[config.mk]
export PLATFORM = sky130hd
export DESIGN_NAME = exp3_placar
export DESIGN_NICKNAME = d
export VERILOG_FILES = /design/src/rtl/exp3_placar_pkg.sv /design/src/rtl/exp3_contador_sat.sv /design/src/rtl/hexa7seg.sv /design/src/rtl/exp3_placar.sv
export VERILOG_INCLUDE_DIRS = /design/src /design/src/rtl
export SDC_FILE = /design/constraint.sdc
export NUM_CORES = 1
export LEC_CHECK = 0
export CORE_MARGIN = 3
export CORE_UTILIZATION = 42
export DETAILED_ROUTE_END_ITERATION = 10
export GPL_TIMING_DRIVEN = 0
export PLACE_DENSITY = 0.78
export SKIP_LAST_GASP = 1
export SYNTH_ARGS = -nofsm -noshare
export SYNTH_HDL_FRONTEND = slang
export SYNTH_SLANG_ARGS = --single-unit
export TNS_END_PERCENT = 10
[constraint.sdc]
create_clock -name clock -period 1.8 [get_ports clock]
set_clock_uncertainty 0.1 [all_clocks]
set_input_delay 0.36 -clock clock [delete_from_list [all_inputs] [get_ports clock]]
set_output_delay 0.36 -clock clock [all_outputs]
set_load 0.02 [all_outputs]
[src/rtl/exp3_placar_defs.vh]
// rtl/exp3_placar_defs.vh - shared state codes and score limit for the round scoreboard
`ifndef EXP3_PLACAR_DEFS_VH
`define EXP3_PLACAR_DEFS_VH

localparam logic [3:0] OCIOSO  = 4'h0;
localparam logic [3:0] ACUMULA = 4'h1;
localparam logic [3:0] FINAL   = 4'hF;

localparam logic [4:0] PLACAR_LIMITE = 5'd16;

`endif

[src/rtl/exp3_placar_pkg.sv]
// rtl/exp3_placar_pkg.sv - scoreboard constants and the hex-display saturation helper
package exp3_placar_pkg;

`include "exp3_placar_defs.vh"

   // A full score of 16 does not fit one hex digit, so it is shown as F.
   function automatic logic [3:0] sat_hex(input logic [4:0] valor);
      return (valor > 5'd15) ? 4'hF : valor[3:0];
   endfunction

endpackage

[src/rtl/exp3_contador_sat.sv]
// rtl/exp3_contador_sat.sv - 5-bit counter that stops at the score limit, with clear and enable
module exp3_contador_sat
   import exp3_placar_pkg::*;
(
   input  logic       clock,
   input  logic       reset,
   input  logic       limpa,
   input  logic       habilita,
   output logic [4:0] valor
);

   logic [4:0] valor_q, valor_d;

   // Clear together with enable restarts the count at one: the new round's first sample.
   always_comb begin
      valor_d = valor_q;
      if (limpa)
         valor_d = {4'b0000, habilita};
      else if (habilita && (valor_q < PLACAR_LIMITE))
         valor_d = valor_q + 5'd1;
   end

   always_ff @(posedge clock or negedge reset) begin
      if (!reset)
         valor_q <= 5'd0;
      else
         valor_q <= valor_d;
   end

   assign valor = valor_q;

endmodule

[src/rtl/hexa7seg.sv]
// rtl/hexa7seg.sv - hex digit to active-low seven-segment pattern (gfedcba)
module hexa7seg (
   input  logic [3:0] hexa,
   output logic [6:0] display
);

   always_comb begin
      display = 7'b1111111;
      case (hexa)
         4'h0: display = 7'b1000000;
         4'h1: display = 7'b1111001;
         4'h2: display = 7'b0100100;
         4'h3: display = 7'b0110000;
         4'h4: display = 7'b0011001;
         4'h5: display = 7'b0010010;
         4'h6: display = 7'b0000010;
         4'h7: display = 7'b1111000;
         4'h8: display = 7'b0000000;
         4'h9: display = 7'b0010000;
         4'hA: display = 7'b0001000;
         4'hB: display = 7'b0000011;
         4'hC: display = 7'b1000110;
         4'hD: display = 7'b0100001;
         4'hE: display = 7'b0000110;
         4'hF: display = 7'b0001110;
         default: display = 7'b1111111;
      endcase
   end

endmodule

[src/rtl/exp3_placar.sv]
// rtl/exp3_placar.sv - per-round match/mismatch scoreboard; EXP3_PLACAR_HEX_EN adds hex debug displays
module exp3_placar
   import exp3_placar_pkg::*;
(
   input  logic       clock,
   input  logic       reset,
   input  logic       limpa,
   input  logic       registra,
   input  logic       igual,
   input  logic [3:0] endereco,
   input  logic       pronto,
   output logic [4:0] acertos,
   output logic [4:0] erros,
   output logic [3:0] primeiro_erro,
   output logic       tem_erro,
   output logic       resultado_valido,
   output logic       acertou_tudo,
   output logic [3:0] db_estado_placar
`ifdef EXP3_PLACAR_HEX_EN
   ,
   output logic [6:0] db_acertos_hex,
   output logic [6:0] db_erros_hex
`endif
);

   logic [3:0] estado_q, estado_d;
   logic [3:0] primeiro_erro_q, primeiro_erro_d;
   logic       tem_erro_q, tem_erro_d;
   logic       nova_rodada;
   logic       limpa_contagem;
   logic       conta_acerto, conta_erro;

   // A sample arriving after the round closed opens a fresh round.
   assign nova_rodada    = registra && (estado_q == FINAL);
   assign limpa_contagem = limpa || nova_rodada;
   assign conta_acerto   = registra && igual && !limpa;
   assign conta_erro     = registra && !igual && !limpa;

   always_comb begin
      estado_d        = estado_q;
      primeiro_erro_d = primeiro_erro_q;
      tem_erro_d      = tem_erro_q;
      if (limpa) begin
         estado_d        = OCIOSO;
         primeiro_erro_d = 4'h0;
         tem_erro_d      = 1'b0;
      end else begin
         if (nova_rodada) begin
            primeiro_erro_d = 4'h0;
            tem_erro_d      = 1'b0;
         end
         if (registra) begin
            estado_d = ACUMULA;
            if (!igual && !tem_erro_d) begin
               primeiro_erro_d = endereco;
               tem_erro_d      = 1'b1;
            end
         end
         if (pronto)
            estado_d = FINAL;
      end
   end

   always_ff @(posedge clock or negedge reset) begin
      if (!reset) begin
         estado_q        <= OCIOSO;
         primeiro_erro_q <= 4'h0;
         tem_erro_q      <= 1'b0;
      end else begin
         estado_q        <= estado_d;
         primeiro_erro_q <= primeiro_erro_d;
         tem_erro_q      <= tem_erro_d;
      end
   end

   exp3_contador_sat u_acertos (
      .clock    (clock),
      .reset    (reset),
      .limpa    (limpa_contagem),
      .habilita (conta_acerto),
      .valor    (acertos)
   );

   exp3_contador_sat u_erros (
      .clock    (clock),
      .reset    (reset),
      .limpa    (limpa_contagem),
      .habilita (conta_erro),
      .valor    (erros)
   );

   assign primeiro_erro    = primeiro_erro_q;
   assign tem_erro         = tem_erro_q;
   assign resultado_valido = (estado_q == FINAL);
   assign acertou_tudo     = (estado_q == FINAL) && !tem_erro_q;
   assign db_estado_placar = estado_q;

`ifdef EXP3_PLACAR_HEX_EN
   hexa7seg u_hex_acertos (
      .hexa    (sat_hex(acertos)),
      .display (db_acertos_hex)
   );

   hexa7seg u_hex_erros (
      .hexa    (sat_hex(erros)),
      .display (db_erros_hex)
   );
`endif

endmodule

==> results.yml, run 1 <==
power_and_ir_drop:
  p_per_area_nw_per_um2: 657
  clockPowerShare_pct: 26.3
  leakagePower_nw: 0.543
  power.share.switching_pct: 27.3
  power_switching_mw: 0.209
  seqPwrFrac_pct: 53.8
  p_int_mw: 0.556
  ir_worst_vdd_mv: 0.371
  combPwrFrac_pct: 19.8
cells_and_area:
  fin_util_pct: 66.0
  drive_gt1_share_pct: 10.0
  nFillCells: 153
  stdcell_area_sq_um: 1160
  synthToLayoutAreaGrowth_pct: 45.3
  diodes: 0
  nets: 123
clocking:
  clkLatencyLatePin_ns: 0.29
  htreeDepth: 1
  cts_buffers: 3
  clk_path_buf_depth: 2
  cts_root_buf: "clkbuf_4"
  cts_sinks: 17
  cts_tree: "done"
  ctsHoldBuffers: 0
  cts.reportedPaths.clkPinSlew_ns: 0.10
placement:
  place_area_sq_um: 1130
  gp_congestion: 0.804
  dp_hpwl_um: 1390
  io_buffers: 30
  dp_slack_ns: -0.460
synth:
  syn-num-nets: 87
  synth_largest_area_cell: "dfrtp_1"
  synth_top_area_share_pct: 53.1
  synth_area_sq_um: 801
  synth_seq_area_share_pct: 53.1
  synth.ff_latch_count: 17
  post-synth-top-count-cell: "dfrtp_1"
  synth.avg_cell_area_sq_um: 10.7
  synth_area_leaders: "dfrtp_1 (53%), a2bb2oi_1 (4.4%), o21ai_0 (3.8%)"
  synth_top_cells_by_count: "dfrtp_1 (17), nor2_1 (7), o21ai_0 (6)"
  synth-edff-count: 0
  synth_cell_types: 25
  yosys_warnings: 0
  synth_cells: 75
  yosys_most_used_dff: "dfrtp_1"
  async_flop_share_pct: 100
worst_setup_path:
  worstSetupPathType: "flip-flop to output port"
  path_delay_family: "buffers and inverters"
  crit_buf_inv: 2
  crit_path_max_incr_delay_ns: 0.59
  crit_required_ns: 1.34
  cp-start-kind: "flip-flop"
  worst-path-stages: 2
  reg2reg_depth: 4
  path_cells: "buf_4 > clkdlybuf4s50_1"
  cp_data_arrival_time_ns: 1.41
  worst_path_max_delay_cell: "clkdlybuf4s50_1"
  cp-end-kind: "output port"
  cp_max_fo: 5
die:
  num_io_pins: 31
  fp.dieH_um: 49.7
  rows: 15
  core_sq_um: 1760
  dieArea_sq_um: 2470
  start_util_pct: 45.4
  dieWidth_um: 49.7
global_route:
  grt_pass1_vias: 714
  grt_max_degree: 18
  overflow: 0
  grt_pass1_wl_um: 3160
  track_usage_pct: 16.1
  antenna_found_initial: 0
run_status:
  status: "finished, violations left"
  violations: "setup timing"
timing:
  fmax_mhz: 535
  relSlewSlack_pct: 50.6
  drv_slew: 0
  tightest_slew_ns: 0.739
  worst_slack_ns: -0.0683
  timing.final.crit_period_ns: 1.87
  hold_viol: 0
  rsz0062_at_grt: "yes"
  post-route-period-util_pct: 104
  setup_viol: 3
drt:
  detail_route.vias_per_cell: 5.36
  drt_wl_total_um: 1800
  dr.pass1.iters: 4
  ant_nets: 0
  drc_errors: 0
  num_vias: 724
  routedWlPerCell_um: 13.3
  drt_iter0_drc: 19
job:
  cap_violations: 0
worst_hold_path:
  hold_class: "primary input to async pin"
==> per-layer routing <==
metal  part of all wire, %  wire (um)  global-route usage [%]  vias up
met5                     0          0                       0        -
met4                  0.50          9                    6.91        0
met3                   4.5         81                    3.02        2
met2                    49        889                    25.1       22
met1                    45        818                    21.8      351
li1                      -          -                       -      349
==> metrics by stage <==
| stage | TNS [ns] | std cells | hold WS (ns) | power, mW |
|---|---|---|---|---|
| after global placement | -2.20 | 130 | 0.413 | 0.571 |
| final | -0.0960 | 135 | 0.396 | 0.765 |
| after global routing | -0.811 | 135 | 0.437 | 0.800 |
| after detailed placement | -2.54 | 130 | 0.414 | 0.575 |
| after floorplan | 0 | 75 | -0.0356 | 0.490 |
| after CTS | -0.316 | 135 | 0.393 | 0.776 |
==> worst register-to-register path, cell delays in order (launching register included) <==
cell and delay [ns]:
dfrtp_1 0.42, or4b_1 0.46, buf_2 0.17, or3_1 0.34
a21oi_1 0.15
==> worst paths after layout <==
check                                          from                  end  slack [ns]
worst max-delay path            db_estado_placar[2]  db_estado_placar[2]       -0.07
worst min-delay path                          reset     primeiro_erro[3]        0.40
worst max register to register     u_erros.valor[4]     u_erros.valor[3]        0.10
worst min register to register     primeiro_erro[2]     primeiro_erro[2]        0.43
max in group asynchronous                     reset     u_erros.valor[2]        0.73
min in group clock                            limpa  db_estado_placar[2]        0.40
==> repair_timing <==
action / CTS / global route
endpoints found under the setup margin: 11 / 18
resized for setup: 5 / 1
buffers inserted: 1 / 0
gates cloned: 0 / 0
==> cells by family (layout without fill, tap and decap cells) <==
kind of cell             after synthesis  count (layout)  share of synthesized area [%]
multiplexers                           2               2                           2.50
flip-flops                            17              17                           53.1
AND/OR/NAND/NOR                       23              23                           15.5
adder cells (fa/ha/maj)                2               2                           3.12
buffers and inverters                  7              42                           4.37
AO/OA/AOI/OAI                         24              24                           21.4
==> cell usage in the layout, fill, tap and decap left out, drive strengths merged, types with 2 or more instances in the layout <==
master	synthesis	final
inv	4	4
dfrtp	17	17
o21ai	6	6
a2bb2oi	4	4
nand3	2	2
ha	2	2
a32o	2	2
clkdlybuf4s50	0	24
nor2	7	7
a21oi	5	5
buf	3	4
nand2	5	5
dlygate4sd2	0	5
a41oi	2	2
clkbuf	0	3
mux2i	2	2
or3	4	4
==> registers in the layout, indices dropped and copies added (netlist names) <==
signal and flops:
db_estado_placar 2, primeiro_erro 4, tem_erro 1, u_acertos.valor 5, u_erros.valor 5
==> cell type report <==
cell class	instances	area [sq um]	share of cell area [%]
Buffer	3	20.0	1.72
Clock buffer	3	22.5	1.94
Clock inverter	1	5.00	0.430
Inverter	4	15.0	1.29
Multi-Input combinational cell	51	340	29.2
Sequential cell	17	425	36.6
Tap cell	25	31.3	2.69
Timing Repair Buffer	31	304	26.1
==> power groups by stage <==
stage	Clock (mW)	Combinational, mW	Sequential (mW)
after floorplan	0	0.0515	0.438
after global placement	0	0.152	0.419
after detailed placement	0	0.155	0.420
after CTS	0.211	0.154	0.412
after global routing	0.222	0.163	0.415
final	0.201	0.152	0.412
(Power assumes the default switching activity.)
==> run 2, diff against run 1 <==
--- a/config.mk
+++ b/config.mk
@@ -6,11 +6,13 @@
 export SDC_FILE = /design/constraint.sdc
 export NUM_CORES = 1
 export LEC_CHECK = 0
+export ABC_AREA = 1
+export CORE_ASPECT_RATIO = 1.5
 export CORE_MARGIN = 3
-export CORE_UTILIZATION = 42
+export CORE_UTILIZATION = 44
 export DETAILED_ROUTE_END_ITERATION = 10
 export GPL_TIMING_DRIVEN = 0
-export PLACE_DENSITY = 0.78
+export PLACE_DENSITY = 0.79
 export SKIP_LAST_GASP = 1
 export SYNTH_ARGS = -nofsm -noshare
 export SYNTH_HDL_FRONTEND = slang
==> results.yml, run 2 <==
die:
  core_sq_um: 1880
  fp.dieH_um: 61.3
  num_io_pins: 31
  dieArea_sq_um: 2630
  rows: 19
  start_util_pct: 47.8
  dieWidth_um: 42.9
global_route:
  grt_pass1_vias: 889
  grt_pass1_wl_um: 3630
  overflow: 0
  grt_max_degree: 18
  antenna_found_initial: 0
  track_usage_pct: 18.1
timing:
  setup_viol: 9
  relSlewSlack_pct: 49.2
  hold_viol: 0
  fin_hold_ws_ns: 0.407
  drv_slew: 0
  rsz0062_at_grt: "yes"
  tightest_slew_ns: 0.760
  worst_slack_ns: -0.124
  timing.final.crit_period_ns: 1.92
  fmax_mhz: 520
  post-route-period-util_pct: 107
worst_setup_path:
  cp-start-kind: "flip-flop"
  r2r-start: "db_estado_placar[2]"
  cp_max_fo: 6
  rrSetupSlack_ns: 0.51
  crit_path_max_incr_delay_ns: 0.59
  cp-end-kind: "output port"
  path_cells: "buf_4 > clkdlybuf4s50_1"
  crit_required_ns: 1.34
  worstSetupPathType: "flip-flop to output port"
  reg2reg_depth: 6
  cp_data_arrival_time_ns: 1.46
  path_delay_family: "buffers and inverters"
  worst_path_max_delay_cell: "clkdlybuf4s50_1"
  crit_buf_inv: 2
  worst-path-stages: 2
  r2r_end: "primeiro_erro[3]"
synth:
  synth_cells: 118
  synth_area_sq_um: 897
  synth_largest_area_cell: "dfrtp_1"
  async_flop_share_pct: 100
  syn-num-nets: 130
  post-synth-top-count-cell: "nand2_1"
  synth_top_area_share_pct: 47.4
  synth_area_leaders: "dfrtp_1 (47%), nand2_1 (16%), nor2_1 (6.3%)"
  synth-edff-count: 0
  synth.ff_latch_count: 17
  yosys_warnings: 0
  synth_cell_types: 17
  synth_seq_area_share_pct: 47.4
  yosys_most_used_dff: "dfrtp_1"
  synth.avg_cell_area_sq_um: 7.60
  synth_top_cells_by_count: "nand2_1 (39), dfrtp_1 (17), nor2_1 (15)"
drt:
  detail_route.vias_per_cell: 4.99
  drt_wl_total_um: 2070
  ant_nets: 0
  dr.pass1.iters: 4
  drt_iter0_drc: 14
  num_vias: 864
  drc_errors: 0
  routedWlPerCell_um: 12.0
cells_and_area:
  stdcell_area_sq_um: 1250
  most-common-layout-cells: "nand2_1 (39), clkdlybuf4s50_1 (28), dfrtp_1 (17), nor2_1 (15), inv_1 (12)"
  drive_gt1_share_pct: 8.55
  layout_commonest_cell: "nand2_1"
  nFillCells: 156
  nets: 165
  multi_input_area_sq_um: 393
  fin_util_pct: 66.6
  stdcell_count: 173
  synthToLayoutAreaGrowth_pct: 39.5
  diodes: 0
  regArea_sq_um: 425
placement:
  dp_hpwl_um: 1640
  place_area_sq_um: 1220
  dp_slack_ns: 0.00963
  post-place-cells: 169
  gp_congestion: 0.790
  io_buffers: 30
run_status:
  violations: "setup timing"
  status: "finished, violations left"
worst_hold_path:
  hold_class: "primary input to async pin"
power_and_ir_drop:
  leakagePower_nw: 0.637
  ir_worst_vdd_mv: 0.482
  p_per_area_nw_per_um2: 630
clocking:
  cts_root_buf: "clkbuf_4"
  ctsHoldBuffers: 0
  cts_buffers: 3
  htreeDepth: 1
  cts_tree: "done"
  clk_path_buf_depth: 2
  postCtsSetupRepairBufs: 0
  cts_sinks: 17
  cts.reportedPaths.clkPinSlew_ns: 0.10
  clkLatencyLatePin_ns: 0.29
job:
  cap_violations: 0
-- run 2: layer usage --
| layer | wire length [um] | vias to the layer above | track usage [%] |
|---|---|---|---|
| met2 | 1090 | 24 | 33.7 |
| met1 | 862 | 398 | 20.0 |
| met3 | 95 | 4 | 2.63 |
| li1 | - | 438 | - |
| met5 | 0 | - | 0 |
| met4 | 26 | 0 | 8.44 |
-- run 2: report_power, final --
| group | total, mW | internal (mW) | switching (mW) | leakage, nW |
|---|---|---|---|---|
| sequential | 0.415 | 0.398 | 0.0168 | 0.229 |
| clock | 0.210 | 0.0861 | 0.124 | 0.0150 |
| combinational | 0.163 | 0.0754 | 0.0877 | 0.393 |
-- run 2: logic make-up (layout without fill, tap and decap cells) --
kind of cell    Yosys count  after routing  share of synthesized area [%]
flops                    17             17                           47.4
compound gates           10             10                           5.58
simple gates             70             70                           33.5
fa+ha+maj                 2              2                           2.79
xor+xnor                  2              2                           1.95
buf+inv                  17             51                           8.79
-- run 2: cell type report --
type | instances | share of cell area, %
flip-flops and latches | 17 | 34.0
multi-input cells | 84 | 31.4
repair buffers | 30 | 24.1
inverters | 14 | 4.20
clock buffers | 4 | 2.10
plain buffers | 3 | 2.10
well taps | 21 | 2.10
-- run 2: through the flow --
| step | power, mW | TNS [ns] |
|---|---|---|
| floorplan | 0.499 | 0 |
| global placement | 0.584 | 0 |
| detailed placement | 0.589 | 0 |
| CTS | 0.799 | -0.838 |
| global route | 0.822 | -1.08 |
| finish | 0.788 | -0.450 |
-- run 2: worst max path at each step --
stage,startpoint,endpoint,slack [ns]
floorplan,db_estado_placar[2],acertou_tudo,0.42
global placement,registra,u_acertos.valor[0],0.04
detailed placement,limpa,u_erros.valor[1],0.01
CTS,db_estado_placar[2],resultado_valido,-0.23
global route,db_estado_placar[2],db_estado_placar[2],-0.15
finish,db_estado_placar[2],db_estado_placar[3],-0.12
-- run 2: what timing repair did --
item | 4_1_cts | 5_1_grt
pin swaps | 0 | 0
setup endpoints to repair | 14 | 17
resized for setup | 1 | 1
cloned | 0 | 0
==> run 3, diff against run 2 <==
--- a/config.mk
+++ b/config.mk
@@ -12,9 +12,10 @@
 export CORE_UTILIZATION = 44
 export DETAILED_ROUTE_END_ITERATION = 10
 export GPL_TIMING_DRIVEN = 0
-export PLACE_DENSITY = 0.79
+export PLACE_DENSITY = 0.78
 export SKIP_LAST_GASP = 1
 export SYNTH_ARGS = -nofsm -noshare
 export SYNTH_HDL_FRONTEND = slang
+export SYNTH_HIERARCHICAL = 1
 export SYNTH_SLANG_ARGS = --single-unit
 export TNS_END_PERCENT = 10
==> results.yml, run 3 <==
run_status:
  status: "finished, violations left"
  violations: "setup timing"
cells_and_area:
  most-common-layout-cells: "nand2_1 (29), clkdlybuf4s50_1 (27), inv_1 (23), dfrtp_1 (16), nand3_1 (12)"
  synthToLayoutAreaGrowth_pct: 39.4
  nets: 168
  diodes: 0
  drive_gt1_share_pct: 12.9
  layout_commonest_cell: "nand2_1"
  nFillCells: 170
timing:
  post-route-period-util_pct: 105
  drv_slew: 0
  fmax_mhz: 528
  worst_slack_ns: -0.0954
  relSlewSlack_pct: 47.4
  fin_hold_ws_ns: 0.405
  tightest_slew_ns: 0.786
  hold_viol: 0
  rsz0062_at_grt: "yes"
  setup_viol: 6
  timing.final.crit_period_ns: 1.90
worst_hold_path:
  hold_class: "primary input to async pin"
worst_setup_path:
  worst_path_max_delay_cell: "clkdlybuf4s50_1"
  cp-end-kind: "output port"
  worstSetupPathType: "flip-flop to output port"
  crit_start: "db_estado_placar[2]"
  r2r_end: "u_acertos/valor[0]"
  rrSetupSlack_ns: 0.26
  r2r-start: "db_estado_placar[0]"
  cp_max_fo: 6
  reg2reg_depth: 7
  crit_required_ns: 1.34
  cp-start-kind: "flip-flop"
  worst-path-stages: 2
  cp_data_arrival_time_ns: 1.44
  crit_buf_inv: 2
  worstSetupEndpoint: "db_estado_placar[2]"
  path_delay_family: "buffers and inverters"
  crit_path_max_incr_delay_ns: 0.59
  path_cells: "buf_4 > clkdlybuf4s50_1"
synth:
  syn-num-nets: 132
  synth_area_leaders: "dfrtp_1 (46%), nand2_1 (12%), inv_1 (9.3%)"
  synth_cell_types: 16
  synth_top_cells_by_count: "nand2_1 (29), inv_1 (23), dfrtp_1 (17)"
  yosys_warnings: 6
  synth.avg_cell_area_sq_um: 7.76
  synth_area_sq_um: 931
  synth-edff-count: 0
  synth_largest_area_cell: "dfrtp_1"
  synth_cells: 120
  synth.ff_latch_count: 17
  synth_seq_area_share_pct: 45.7
  post-synth-top-count-cell: "nand2_1"
  async_flop_share_pct: 100
  yosys_most_used_dff: "dfrtp_1"
  synth_top_area_share_pct: 45.7
global_route:
  grt_max_degree: 18
  overflow: 0
  grt_pass1_wl_um: 3440
  antenna_found_initial: 0
  grt_pass1_vias: 815
  track_usage_pct: 16.9
die:
  start_util_pct: 48.3
  dieWidth_um: 43.6
  dieArea_sq_um: 2720
  core_sq_um: 1930
  rows: 19
  fp.dieH_um: 62.3
  num_io_pins: 31
clocking:
  cts_buffers: 3
  cts.reportedPaths.clkPinSlew_ns: 0.10
  clk_path_buf_depth: 2
  cts_sinks: 17
  htreeDepth: 1
  cts_tree: "done"
  ctsHoldBuffers: 0
  cts_root_buf: "clkbuf_4"
  clkLatencyLatePin_ns: 0.30
job:
  cap_violations: 0
drt:
  routedWlPerCell_um: 11.5
  drt_iter0_drc: 24
  drc_errors: 0
  drt_wl_total_um: 2030
  num_vias: 874
  ant_nets: 0
  detail_route.vias_per_cell: 4.97
  dr.pass1.iters: 4
power_and_ir_drop:
  ir_worst_vdd_mv: 0.496
  leakagePower_nw: 0.679
  p_per_area_nw_per_um2: 610
placement:
  dp_hpwl_um: 1570
  gp_congestion: 0.844
  io_buffers: 30
  dp_slack_ns: -0.273
-- run 3: cell types whose count changed after synthesis, sizes merged, moves of 3 or more --
cell	delta
inv	+11
nand2	-7
nand3	+4
nor2	-3
nand4	-3
-- run 3: routing by layer --
| metal | GRT usage, % | vias to the layer above | part of all wire, % |
|---|---|---|---|
| li1 | - | 434 | - |
| met1 | 17.5 | 412 | 40 |
| met2 | 28.6 | 23 | 53 |
| met3 | 4.05 | 5 | 4.4 |
| met4 | 10.9 | 0 | 2.6 |
| met5 | 0 | - | 0 |
-- run 3: per-stage QoR --
step	utilization, %	setup TNS (ns)	power [mW]	cells	instance area, sq um
6_report	67.4	-0.220	0.791	176	1300
3_5_place_dp	65.3	-1.32	0.586	171	1260
5_1_grt	67.4	-0.999	0.838	176	1300
2_1_floorplan	-	0	0.502	120	931
3_3_place_gp	65.3	-0.967	0.583	171	1260
4_1_cts	66.7	-0.821	0.800	175	1280
-- run 3: kinds of logic after synthesis --
logic type,count (synthesis),share of synthesized area [%]
simple gates,63,32.7
compound gates,11,7.26
fa+ha+maj,2,2.69
buf+inv,27,11.7
flops,17,45.7
-- run 3: worst min path at each step --
stage | end | cells after the start
after CTS | u_acertos/valor[2] | 1
after floorplan | db_estado_placar[0] | 0
after global placement | u_erros/valor[3] | 2
after detailed placement | u_erros/valor[3] | 2
final | u_erros/valor[0] | 1
after global routing | u_acertos/valor[2] | 1
-- run 3: what timing repair did --
action / CTS / global route
resized for setup: 1 / 3
endpoints found under the setup margin: 15 / 21
hold endpoints to repair: 0 / 0
buffers inserted: 0 / 1
-- run 3: cell type report --
type	instances	area (sq um)	share of cell area [%]
plain buffers	2	15.0	1.16
clock buffers	3	22.5	1.74
clock inverters	1	5.00	0.386
inverters	25	93.8	7.23
multi-input cells	76	397	30.6
flip-flops and latches	17	427	32.9
well taps	21	26.3	2.03
repair buffers	31	312	24.0
-- run 3: power by group --
group	switching, mW	leakage [nW]	internal, mW	total (mW)
clock	0.129	0.0177	0.0831	0.212
sequential	0.0151	0.228	0.397	0.413
combinational	0.0899	0.434	0.0765	0.166
total	0.234	0.679	0.557	0.791
